[src/rtl/risc_pkg.sv]
// rtl/risc_pkg.sv - shared types and constants for the RISC core and its memory arbiter
package risc_pkg;

  typedef enum logic [1:0] {
    IDLE    = 2'd0,
    BUSY_IF = 2'd1,
    BUSY_DM = 2'd2
  } arb_state_t;

  localparam int DEF_AW = 32;
  localparam int DEF_DW = 32;

  localparam logic [5:0] OP_HLT = 6'h3f;

endpackage

[src/rtl/risc_starve_counter.sv]
// rtl/risc_starve_counter.sv - saturating counter of data grants taken while a fetch waits
module risc_starve_counter
  import risc_pkg::*;
#(
  parameter int MAX = 4
) (
  input  logic clk1,
  input  logic rst_n,
  input  logic i_clr,
  input  logic i_inc,
  output logic o_max
);

  localparam int CW = $clog2(MAX + 1);

  logic [CW-1:0] r_cnt;

  always_ff @(posedge clk1 or negedge rst_n) begin
    if (!rst_n) begin
      r_cnt <= '0;
    end else if (i_clr) begin
      r_cnt <= '0;
    end else if (i_inc && (r_cnt != CW'(MAX))) begin
      r_cnt <= r_cnt + CW'(1);
    end
  end

  assign o_max = (r_cnt == CW'(MAX));

endmodule

[src/rtl/risc_mem_arbiter.sv]
// rtl/risc_mem_arbiter.sv - shares one memory port between fetch and load/store, data first
module risc_mem_arbiter
  import risc_pkg::*;
#(
  parameter int AW         = DEF_AW,
  parameter int DW         = DEF_DW,
  parameter int MAX_STARVE = 4
) (
  input  logic          clk1,
  input  logic          rst_n,
  input  logic          if_req,
  input  logic [AW-1:0] if_addr,
  output logic          if_gnt,
  output logic          if_rvalid,
  output logic [DW-1:0] if_rdata,
  input  logic          dm_req,
  input  logic          dm_we,
  input  logic [AW-1:0] dm_addr,
  input  logic [DW-1:0] dm_wdata,
  output logic          dm_gnt,
  output logic          dm_rvalid,
  output logic [DW-1:0] dm_rdata,
  input  logic          halted,
  output logic          stall_if,
  output logic          stall_dm,
  output logic          mem_req,
  output logic          mem_we,
  output logic [AW-1:0] mem_addr,
  output logic [DW-1:0] mem_wdata,
  input  logic          mem_ack,
  input  logic [DW-1:0] mem_rdata
);

  arb_state_t    r_state;
  arb_state_t    w_next;
  logic          w_if_elig;
  logic          w_starved;
  logic          w_gnt_if;
  logic          w_gnt_dm;
  logic          r_mem_req;
  logic          r_mem_we;
  logic [AW-1:0] r_mem_addr;
  logic [DW-1:0] r_mem_wdata;
  logic          r_if_rvalid;
  logic          r_dm_rvalid;
  logic [DW-1:0] r_if_rdata;
  logic [DW-1:0] r_dm_rdata;

  assign w_if_elig = if_req & ~halted;

  // Counts only while a fetch is actually being passed over; any gap in the fetch demand resets it.
  risc_starve_counter #(
    .MAX (MAX_STARVE)
  ) u_starve (
    .clk1  (clk1),
    .rst_n (rst_n),
    .i_clr (w_gnt_if | ~w_if_elig),
    .i_inc (w_gnt_dm & w_if_elig),
    .o_max (w_starved)
  );

  always_ff @(posedge clk1 or negedge rst_n) begin
    if (!rst_n) begin
      r_state <= IDLE;
    end else begin
      r_state <= w_next;
    end
  end

  always_comb begin
    w_next   = r_state;
    w_gnt_dm = 1'b0;
    w_gnt_if = 1'b0;
    case (r_state)
      IDLE: begin
        if (dm_req && !(w_if_elig && w_starved)) begin
          w_gnt_dm = 1'b1;
          w_next   = BUSY_DM;
        end else if (w_if_elig) begin
          w_gnt_if = 1'b1;
          w_next   = BUSY_IF;
        end
      end
      BUSY_IF, BUSY_DM: begin
        if (mem_ack) w_next = IDLE;
      end
      default: w_next = IDLE;
    endcase
  end

  always_ff @(posedge clk1 or negedge rst_n) begin
    if (!rst_n) begin
      r_mem_req   <= 1'b0;
      r_mem_we    <= 1'b0;
      r_mem_addr  <= '0;
      r_mem_wdata <= '0;
      r_if_rvalid <= 1'b0;
      r_dm_rvalid <= 1'b0;
      r_if_rdata  <= '0;
      r_dm_rdata  <= '0;
    end else begin
      r_if_rvalid <= 1'b0;
      r_dm_rvalid <= 1'b0;
      if (w_gnt_dm || w_gnt_if) begin
        r_mem_req  <= 1'b1;
        r_mem_we   <= w_gnt_dm & dm_we;
        r_mem_addr <= w_gnt_dm ? dm_addr : if_addr;
        if (w_gnt_dm) r_mem_wdata <= dm_wdata;
      end else if ((r_state != IDLE) && mem_ack) begin
        r_mem_req <= 1'b0;
        if (r_state == BUSY_IF) begin
          r_if_rvalid <= 1'b1;
          r_if_rdata  <= mem_rdata;
        end else begin
          r_dm_rvalid <= 1'b1;
          // A store completion carries no data; keep the last load result.
          if (!r_mem_we) r_dm_rdata <= mem_rdata;
        end
      end
    end
  end

  assign if_gnt    = w_gnt_if;
  assign dm_gnt    = w_gnt_dm;
  assign if_rvalid = r_if_rvalid;
  assign dm_rvalid = r_dm_rvalid;
  assign if_rdata  = r_if_rdata;
  assign dm_rdata  = r_dm_rdata;
  assign mem_req   = r_mem_req;
  assign mem_we    = r_mem_we;
  assign mem_addr  = r_mem_addr;
  assign mem_wdata = r_mem_wdata;
  assign stall_if  = (if_req & ~w_gnt_if) | (r_state == BUSY_IF);
  assign stall_dm  = (dm_req & ~w_gnt_dm) | (r_state == BUSY_DM);

endmodule
[config.mk]
export PLATFORM = sky130hd
export DESIGN_NAME = risc_mem_arbiter
export DESIGN_NICKNAME = d
export VERILOG_FILES = /design/src/rtl/risc_pkg.sv /design/src/rtl/risc_starve_counter.sv /design/src/rtl/risc_mem_arbiter.sv
export SDC_FILE = /design/constraint.sdc
export NUM_CORES = 1
export LEC_CHECK = 0
export CORE_MARGIN = 3
export CORE_UTILIZATION = 40
export CTS_BUF_LIST = sky130_fd_sc_hd__clkbuf_4 sky130_fd_sc_hd__clkbuf_8
export DETAILED_ROUTE_END_ITERATION = 8
export PLACE_DENSITY = 0.76
export SYNTH_ARGS = -nofsm -noshare
export SYNTH_HDL_FRONTEND = slang
export SYNTH_SLANG_ARGS = --single-unit
export TNS_END_PERCENT = 20
[constraint.sdc]
create_clock -name clk1 -period 2.15 [get_ports clk1]
set_input_delay 0.645 -clock clk1 [delete_from_list [all_inputs] [get_ports clk1]]
set_output_delay 0.645 -clock clk1 [all_outputs]
set_load 0.005 [all_outputs]
* After elaboration in Yosys (flattened, before gate mapping) *
Index checks and enable logic that the tools add are counted.

word-level totals
  register bits after elaboration = 137
  input bits = 135
  output and inout port bits = 136
  logic and storage cells = 67

operators by class
  add/sub/neg operators = 1
  equality and inequality tests = 6
  mux-type cells = 20
  bitwise logic cells = 15
  reduce and logical (&&, ||, !) cells = 15

operator list
  cell                   number
  $mux W32               1
  $mux W1                13
  $not A1 Y1             7
  $mux W2                3
  $mux W3                2
  $ne A3 B3 Y1 const B   2
  $reduce_bool A2 Y1     3
  $and A1 B1 Y1          5
  $logic_and A1 B1 Y1    4
  $pmux W2 S2            1
  $reduce_and A2 Y1      2
  $reduce_and A4 Y1      1
  $add A3 B1 Y3 const B  1
  $eq A3 B3 Y1 const B   1
  $or A1 B1 Y1           3
  $reduce_and A3 Y1      1
  $eq A2 B1 Y1 const B   1
  $eq A2 B2 Y1 const B   1
  $logic_not A2 Y1       1
  $ne A2 B2 Y1 const B   1
  $reduce_or A2 Y1       1
  $logic_not A1 Y1       1
  $logic_or A1 B1 Y1     1

* Longest topological paths before layout *
Gate-level depths: netlist of run 1.

  word-level depth = 11
  mapped depth = 8
  gate-level depth less buffers = 5

* Hierarchy *
From an unflattened synthesis of run 1, not the netlist that was laid out.

second synthesis, totals
  cell total of the unflattened synthesis = 450
  area, all modules = 5983.2 µm²

modules (own cells, without submodules)
  module               instances  cells each  area an instance (µm²)  sequential area each (µm²)
  risc_mem_arbiter     1          432         5785.5                  3353.2
  risc_starve_counter  1          18          197.7                   75.1

* Least setup slack after synthesis of run 1 *
Ideal clock, no wire load.

  kind = flip-flop to output port
  from = reg r_state[0]
  to = out stall_if
  arrival = 1.371 ns
  data required time = 1.505 ns
  path slack = 0.134 ns
  cell stages (with the launch flop) = 7
  path buffers = 1
  cells stage by stage = dfrtp_1 inv_1 ha_1 buf_2 clkinv_1 nor3_1 o21bai_1

between the ends
  longest elaborated chain between the ends = 5
  elaborated cells between the ends (all ways) = 6
  classes of those cells = 1 x eq/ne; 1 x mux; 3 x bitwise; 1 x reduce/logical

ends and longest elaborated chain
  element                   line                     RTL
  start: declaration        risc_mem_arbiter.sv:34   arb_state_t r_state;
  start signal: assignment  risc_mem_arbiter.sv:66   r_state <= w_next;
  $logic_not A2 Y1          risc_mem_arbiter.sv:74   case (r_state)
  $mux W1                   risc_mem_arbiter.sv:74
  named net if_gnt          risc_mem_arbiter.sv:13   output logic if_gnt,
  $not A1 Y1                risc_mem_arbiter.sv:133  assign stall_if = (if_req & ~w_gnt_if) | (r_state == BUSY_IF);
  $and A1 B1 Y1             risc_mem_arbiter.sv:133
  $or A1 B1 Y1              risc_mem_arbiter.sv:133
  end: declaration          risc_mem_arbiter.sv:24   output logic stall_if,

The timed path passes the listed nets, and every way through them passes these cells.

* Final worst setup path of run 1 *
  from = in halted
  to = out stall_if

between the ends
  longest elaborated chain between the ends = 10
  elaborated cells between the ends (all ways) = 11
  classes of those cells = 3 x mux; 5 x bitwise; 3 x reduce/logical

ends and longest elaborated chain
  element              line                     RTL
  start: declaration   risc_mem_arbiter.sv:23   input logic halted,
  $not A1 Y1 (*)       risc_mem_arbiter.sv:49   assign w_if_elig = if_req & ~halted;
  $and A1 B1 Y1 (*)    risc_mem_arbiter.sv:49
  $logic_and A1 B1 Y1  risc_mem_arbiter.sv:76   if (dm_req && !(w_if_elig && w_starved)) begin
  $logic_not A1 Y1     risc_mem_arbiter.sv:76
  $logic_and A1 B1 Y1  risc_mem_arbiter.sv:76
  $mux W1 (*)          risc_mem_arbiter.sv:76
  $mux W1 (*)          risc_mem_arbiter.sv:74
  $not A1 Y1 (*)       risc_mem_arbiter.sv:133
  $and A1 B1 Y1 (*)    risc_mem_arbiter.sv:133
  $or A1 B1 Y1 (*)     risc_mem_arbiter.sv:133

Every way passes the cells marked *; elsewhere a longest branch is shown, timed or not.

==> impl_metrics.csv, run 1 <==
group,metric,value,unit
global_route,grt_max_degree,59,
pwr,p_total,12500,uW
global_route,antenna_found_initial,1,
finish,num-fill-cells,1121,
finish,seq_area,3430,um^2
logic_synthesis,yosys_warnings,0,
sta,layout_min_cycle_time,2290,ps
finish,drive_above_1_share,25.9,%
detailed_routing,drtIter0Drc,163,
logic_synthesis,synthTopCellsByArea,"dfrtp_1 55%, mux2_2 12%, mux2_4 6.5%",
die,die_w,130,um
finish,final_core_util,65.2,%
global_route,grt_use_total,20.5,%
logic_synthesis,avgSynthCellArea,13.7,um^2
detailed_routing,post_drt_wl_per_cell,18.8,um
detailed_routing,dr_total_vias,4969,
die,io_pins,271,
place,portBuffers,270,
detailed_routing,drc,0,
pwr,leakagePower,0.00409,uW
place,hpwl,13.3,mm
setup_path,crit_path_end_kind,"output pin",
global_route,grt_pass1_vias,5149,
logic_synthesis,synth.net_count,592,
global_route,grt_pass1_wl,27.2,mm
setup_path,cp.arrival,1640,ps
status,outcome,"finished, violations left",
logic_synthesis,synth_top_area_share,55.3,%
sta,fmax,0.437,GHz
logic_synthesis,synthCells,452,
cts,numClockSinks,137,
finish,layout.cells.non_filler,939,
status,violations,"negative setup slack",
logic_synthesis,ys_types,39,
sta,hold_viol_final,0,
pwr,irDropWorstVdd,0.556,mV
global_route,grt_overflow_total,0,
flow_run,maxCapViolCount,0,
detailed_routing,drt-total-wl,17.6,mm
sta,tightest_slew,593,ps
place,gp_congestion,0.834,
place,dpl-instance-area,9220,um^2
sta,fin_skew,8.79,ps
cts,cts_max_level,4,
detailed_routing,vias_per_cell,5.29,
die,start_util,41.7,%
sta,slew_violations,0,
cts,clockRootBuffer,"clkbuf_8",
setup_path,cp.required,1500,ps
finish,nets,881,
detailed_routing,dr.pass1.iters,5,
logic_synthesis,yosysSeqAreaShare,55.3,%
finish,multi_input_area,2500,um^2
die,die_h,130,um
cts,path_clk_slew,80,ps
sta,grt_setup_unrepaired,"yes",
sta,maxSlewHeadroom,60.4,%
cts,worstSkewPairLatency,440,ps
place,post-place-cells,902,
cts,cts_tree,"done",
die,die-area,17000,um^2
logic_synthesis,synth-edff-count,0,
min_path,min_path_type,"primary input to asynchronous set/reset pin",
die,num_rows,44,
setup_path,critPathMaxFanout,3,
detailed_routing,ant_nets,0,
finish,syn_to_final_growth,56.5,%
logic_synthesis,ys_ff_latch,137,
sta,setup_slack,-137,ps
setup_path,worstSetupStartpointType,"primary input",
cts,postCtsHoldBufs,0,
setup_path,critPathKind,"primary input to output pin",
logic_synthesis,synth_area_leader_cell,"dfrtp_1",
sta,period_share,106,%
logic_synthesis,synth_flop_cell,"dfrtp_1",
finish,post-route-cell-area,9690,um^2
logic_synthesis,async_flop_share,100,%
die,core_area,14900,um^2
sta,setup_viol,4,
cts,cts_buffer_depth,2,
cts,numCtsBuffers,17,
logic_synthesis,netlist_area,6190,um^2
pwr,power_density,1290,nW/um^2
worst max-delay path: stages:
cell	delay (ps)
dlygate4sd2_1	260
or2b_1	280
nor3_4	220
o21bai_1	100
buf_2	140
where the power goes:
part / leakage, uW / switching (uW) / internal (uW)
clock network: 0.000197 / 1090 / 1060
logic: 0.00225 / 1980 / 3890
registers: 0.00164 / 687 / 3800
placed cells by master (no fill, tap or decap), types with 3 or more instances in the layout:
| cell | n |
|---|---|
| ha_1 | 3 |
| buf_6 | 3 |
| clkbuf_8 | 17 |
| clkinvlp_4 | 3 |
| buf_4 | 37 |
| buf_2 | 4 |
| buf_12 | 6 |
| inv_1 | 4 |
| a21oi_1 | 3 |
| dfrtp_1 | 137 |
| a21boi_0 | 32 |
| inv_6 | 7 |
| o221ai_1 | 32 |
| o22a_1 | 32 |
| mux2_2 | 68 |
| nand2_1 | 3 |
| mux2_4 | 27 |
| inv_2 | 4 |
| nand3_1 | 34 |
| clkdlybuf4s50_1 | 262 |
routing by layer:
layer	vias up	track usage, %	share of wire [%]
met3	38	4.96	7.1
met5	-	0	0
li1	2275	-	-
met4	0	8.41	2.7
met1	2439	24.6	39
met2	217	35.5	51
flip-flops by register name, indices dropped and copies added (netlist names):
| signal | cells |
|---|---|
| dm_rdata | 32 |
| if_rdata | 32 |
| mem_addr | 32 |
| mem_wdata | 32 |
| u_starve.r_cnt | 3 |
| r_state | 2 |
| dm_rvalid | 1 |
| if_rvalid | 1 |
| mem_req | 1 |
| mem_we | 1 |
cells in the mapped netlist, drive strengths merged (2+ instances only):
master,n
dfrtp,137
mux2,96
nand3,35
a21boi,33
o221ai,32
o22a,32
buf,29
clkbuf,15
inv,8
ha,5
a21oi,3
and2,3
nand2,3
a22o,2
nand2b,2
nor3,2
nor3b,2
o21ai,2
logic make-up after synthesis:
kind of cell	count (synthesis)	synth area share, %
DFF	137	55.3
AOI/OAI and AO/OA	109	14.3
muxes	96	19.1
buffers and inverters	53	5.11
and+or+nand+nor	52	5.11
adders and majority gates	5	1.01
area by class of cell:
| class | count | area share [%] |
|---|---|---|
| Clock buffer | 17 | 2.41 |
| Tap cell | 184 | 2.37 |
| Antenna cell | 1 | 0.0258 |
| Timing Repair Buffer | 314 | 31.9 |
| Inverter | 9 | 0.400 |
| Clock inverter | 15 | 1.70 |
| Multi-Input combinational cell | 262 | 25.8 |
| Sequential cell | 137 | 35.4 |
stage by stage:
| stage | setup TNS, ps | setup WS (ps) | hold WS (ps) |
|---|---|---|---|
| after global placement | -22550 | -736 | 481 |
| after global routing | -605 | -194 | 129 |
| after detailed placement | -24590 | -746 | 491 |
| after CTS | -442 | -139 | 118 |
| after floorplan | 0 | 134 | 349 |
| final | -340 | -137 | 140 |
worst paths after layout:
check / slack, ps / end / startpoint / depth (start not counted)
max: -140 / stall_if / halted / 5
min: 140 / dm_rdata[15] / rst_n / 1
max reg2reg: 150 / dm_rdata[20] / r_state[1] / 8
min reg2reg: 510 / if_rdata[29] / if_rdata[29] / 1
max in group asynchronous: 1420 / if_rdata[24] / rst_n / 2
min in group clk1: 510 / if_rdata[29] / if_rdata[29] / 1
repair_timing:
| action | in CTS | in global routing |
|---|---|---|
| setup endpoints to repair | 4 | 4 |
| gates resized for setup | 37 | 0 |
| setup buffers | 3 | 2 |
| pin swaps | 8 | 1 |
Note: power is estimated with default switching activity, not from simulation.
==> inputs of run 2 (changes only) <==
SKIP_LAST_GASP = 1   (was not set)
==> impl_metrics.csv, run 2 (synthesis gave the netlist of run 1 again) <==
group,metric,value,unit
status,outcome,"finished, violations left",
status,violations,"negative setup slack",
finish,syn_to_final_growth,56.5,%
detailed_routing,drtIter0Drc,147,
setup_path,cpPeakStageDelay,280,ps
finish,final_cell_mix,"262 x clkdlybuf4s50_1, 137 x dfrtp_1, 68 x mux2_2",
setup_path,crit_path_end_kind,"output pin",
finish,nets,881,
pwr,pwr-share-clk,17.2,%
die,num_rows,44,
global_route,grt_use_total,20.5,%
die,die-area,17000,um^2
pwr,p_comb_share,47.0,%
sta,setup_slack,-133,ps
die,io_pins,271,
die,core_area,14900,um^2
setup_path,critPathSlowestCell,"or2b_1",
place,portBuffers,270,
die,die_h,130,um
sta,maxSlewHeadroom,60.4,%
cts,cts_tree,"done",
setup_path,cp.arrival,1640,ps
finish,drive_above_1_share,25.9,%
setup_path,crit_family,"simple AND/OR/NAND/NOR gates",
cts,cts_max_level,4,
detailed_routing,dr_total_vias,4949,
place,gp_congestion,0.834,
setup_path,critPathKind,"primary input to output pin",
sta,hold_viol_final,0,
pwr,switching_share,30.1,%
setup_path,r2r_start,"r_state[1]",
cts,cts_buffer_depth,2,
global_route,grt_pass1_wl,27.2,mm
finish,post-route-cell-area,9690,um^2
detailed_routing,dr.pass1.iters,4,
die,start_util,41.7,%
sta,tightest_slew,594,ps
global_route,antenna_found_initial,1,
cts,path_clk_slew,80,ps
detailed_routing,ant_nets,0,
global_route,grt_overflow_total,0,
cts,clockRootBuffer,"clkbuf_8",
sta,worst_hold_slack,139,ps
sta,slew_violations,0,
sta,layout_min_cycle_time,2280,ps
sta,setup_viol,4,
detailed_routing,drt-total-wl,17.7,mm
cts,numCtsBuffers,17,
setup_path,rr_endpoint,"dm_rdata[20]",
sta,period_share,106,%
pwr,irDropWorstVdd,0.557,mV
setup_path,critPathMaxFanout,3,
pwr,power_density,1290,nW/um^2
global_route,grt_max_degree,59,
sta,fin_skew,9.68,ps
sta,fmax,0.438,GHz
setup_path,cp_num_buf_inv,2,
setup_path,regToRegSetupSlack,150,ps
die,die_w,130,um
pwr,power_switching,3770,uW
global_route,grt_pass1_vias,5150,
pwr,p_seq_share,35.8,%
pwr,internal_power,8750,uW
setup_path,crit_chain,"dlygate4sd2_1 > or2b_1 > nor3_4 > o21bai_1 > buf_2",
detailed_routing,vias_per_cell,5.27,
setup_path,cp.required,1500,ps
finish,final_core_util,65.2,%
sta,grt_setup_unrepaired,"yes",
min_path,min_path_type,"primary input to asynchronous set/reset pin",
setup_path,worstSetupStartpointType,"primary input",
cts,numClockSinks,137,
flow_run,maxCapViolCount,0,
cts,worstSkewPairLatency,440,ps
place,dpl-instance-area,9220,um^2
detailed_routing,drc,0,
setup_path,r2r_cells,8,
finish,final_common_cell,"clkdlybuf4s50_1",
place,hpwl,13.3,mm
detailed_routing,post_drt_wl_per_cell,18.8,um
pwr,leakagePower,0.00407,uW
==> run 2: power by group through the flow <==
stage          combinational (uW)  sequential, uW  clock [uW]
4_1_cts                      5940            4500        2220
3_5_place_dp                 5860            4530           0
2_1_floorplan                2400            4540           0
5_1_grt                      6320            4630        2330
6_report                     5880            4480        2150
3_3_place_gp                 5750            4460           0
==> run 2: layer usage <==
layer | up-vias | wire length (um) | part of all wire [%] | GRT usage (%)
met5 | - | 0 | 0 | 0
met4 | 0 | 473 | 2.7 | 8.41
met3 | 37 | 1270 | 7.2 | 4.96
met2 | 206 | 8980 | 51 | 35.5
met1 | 2431 | 6950 | 39 | 24.6
li1 | 2275 | - | - | -
==> run 2: through the flow <==
step | setup WS (ps) | instances | power (uW) | setup TNS [ps]
floorplan | 134 | 452 | 6940 | 0
global placement | -736 | 902 | 10200 | -22550
detailed placement | -746 | 902 | 10400 | -24590
CTS | -139 | 936 | 12700 | -474
global route | -194 | 939 | 13300 | -648
finish | -133 | 939 | 12500 | -365
==> run 2: area by class of cell <==
| cell class | count | area [um^2] |
|---|---|---|
| multi-input cells | 262 | 2500 |
| repair buffers | 314 | 3090 |
| clock buffers | 17 | 234 |
| well taps | 184 | 230 |
| diodes | 1 | 2.50 |
| inverters | 9 | 38.8 |
| fillers | 1121 | 5170 |
| flip-flops and latches | 137 | 3430 |
| clock inverters | 15 | 165 |
==> run 2: what timing repair did <==
| action | CTS | global route |
|---|---|---|
| gates resized for setup | 37 | 0 |
| setup buffers | 3 | 2 |
| hold buffers | 0 | 0 |
| setup endpoints to repair | 4 | 4 |
| pin swaps | 6 | 0 |
==> run 2: worst max-delay path by stage <==
| stage | startpoint | end | slack [ps] | cells past startpoint |
|---|---|---|---|---|
| 6_report | halted | stall_if | -130 | 5 |
| 5_1_grt | u_starve.r_cnt[0] | stall_dm | -190 | 6 |
| 4_1_cts | r_state[1] | stall_if | -140 | 6 |
| 3_5_place_dp | if_req | stall_if | -750 | 6 |
| 3_3_place_gp | if_req | stall_if | -740 | 6 |
| 2_1_floorplan | r_state[0] | stall_if | 130 | 6 |
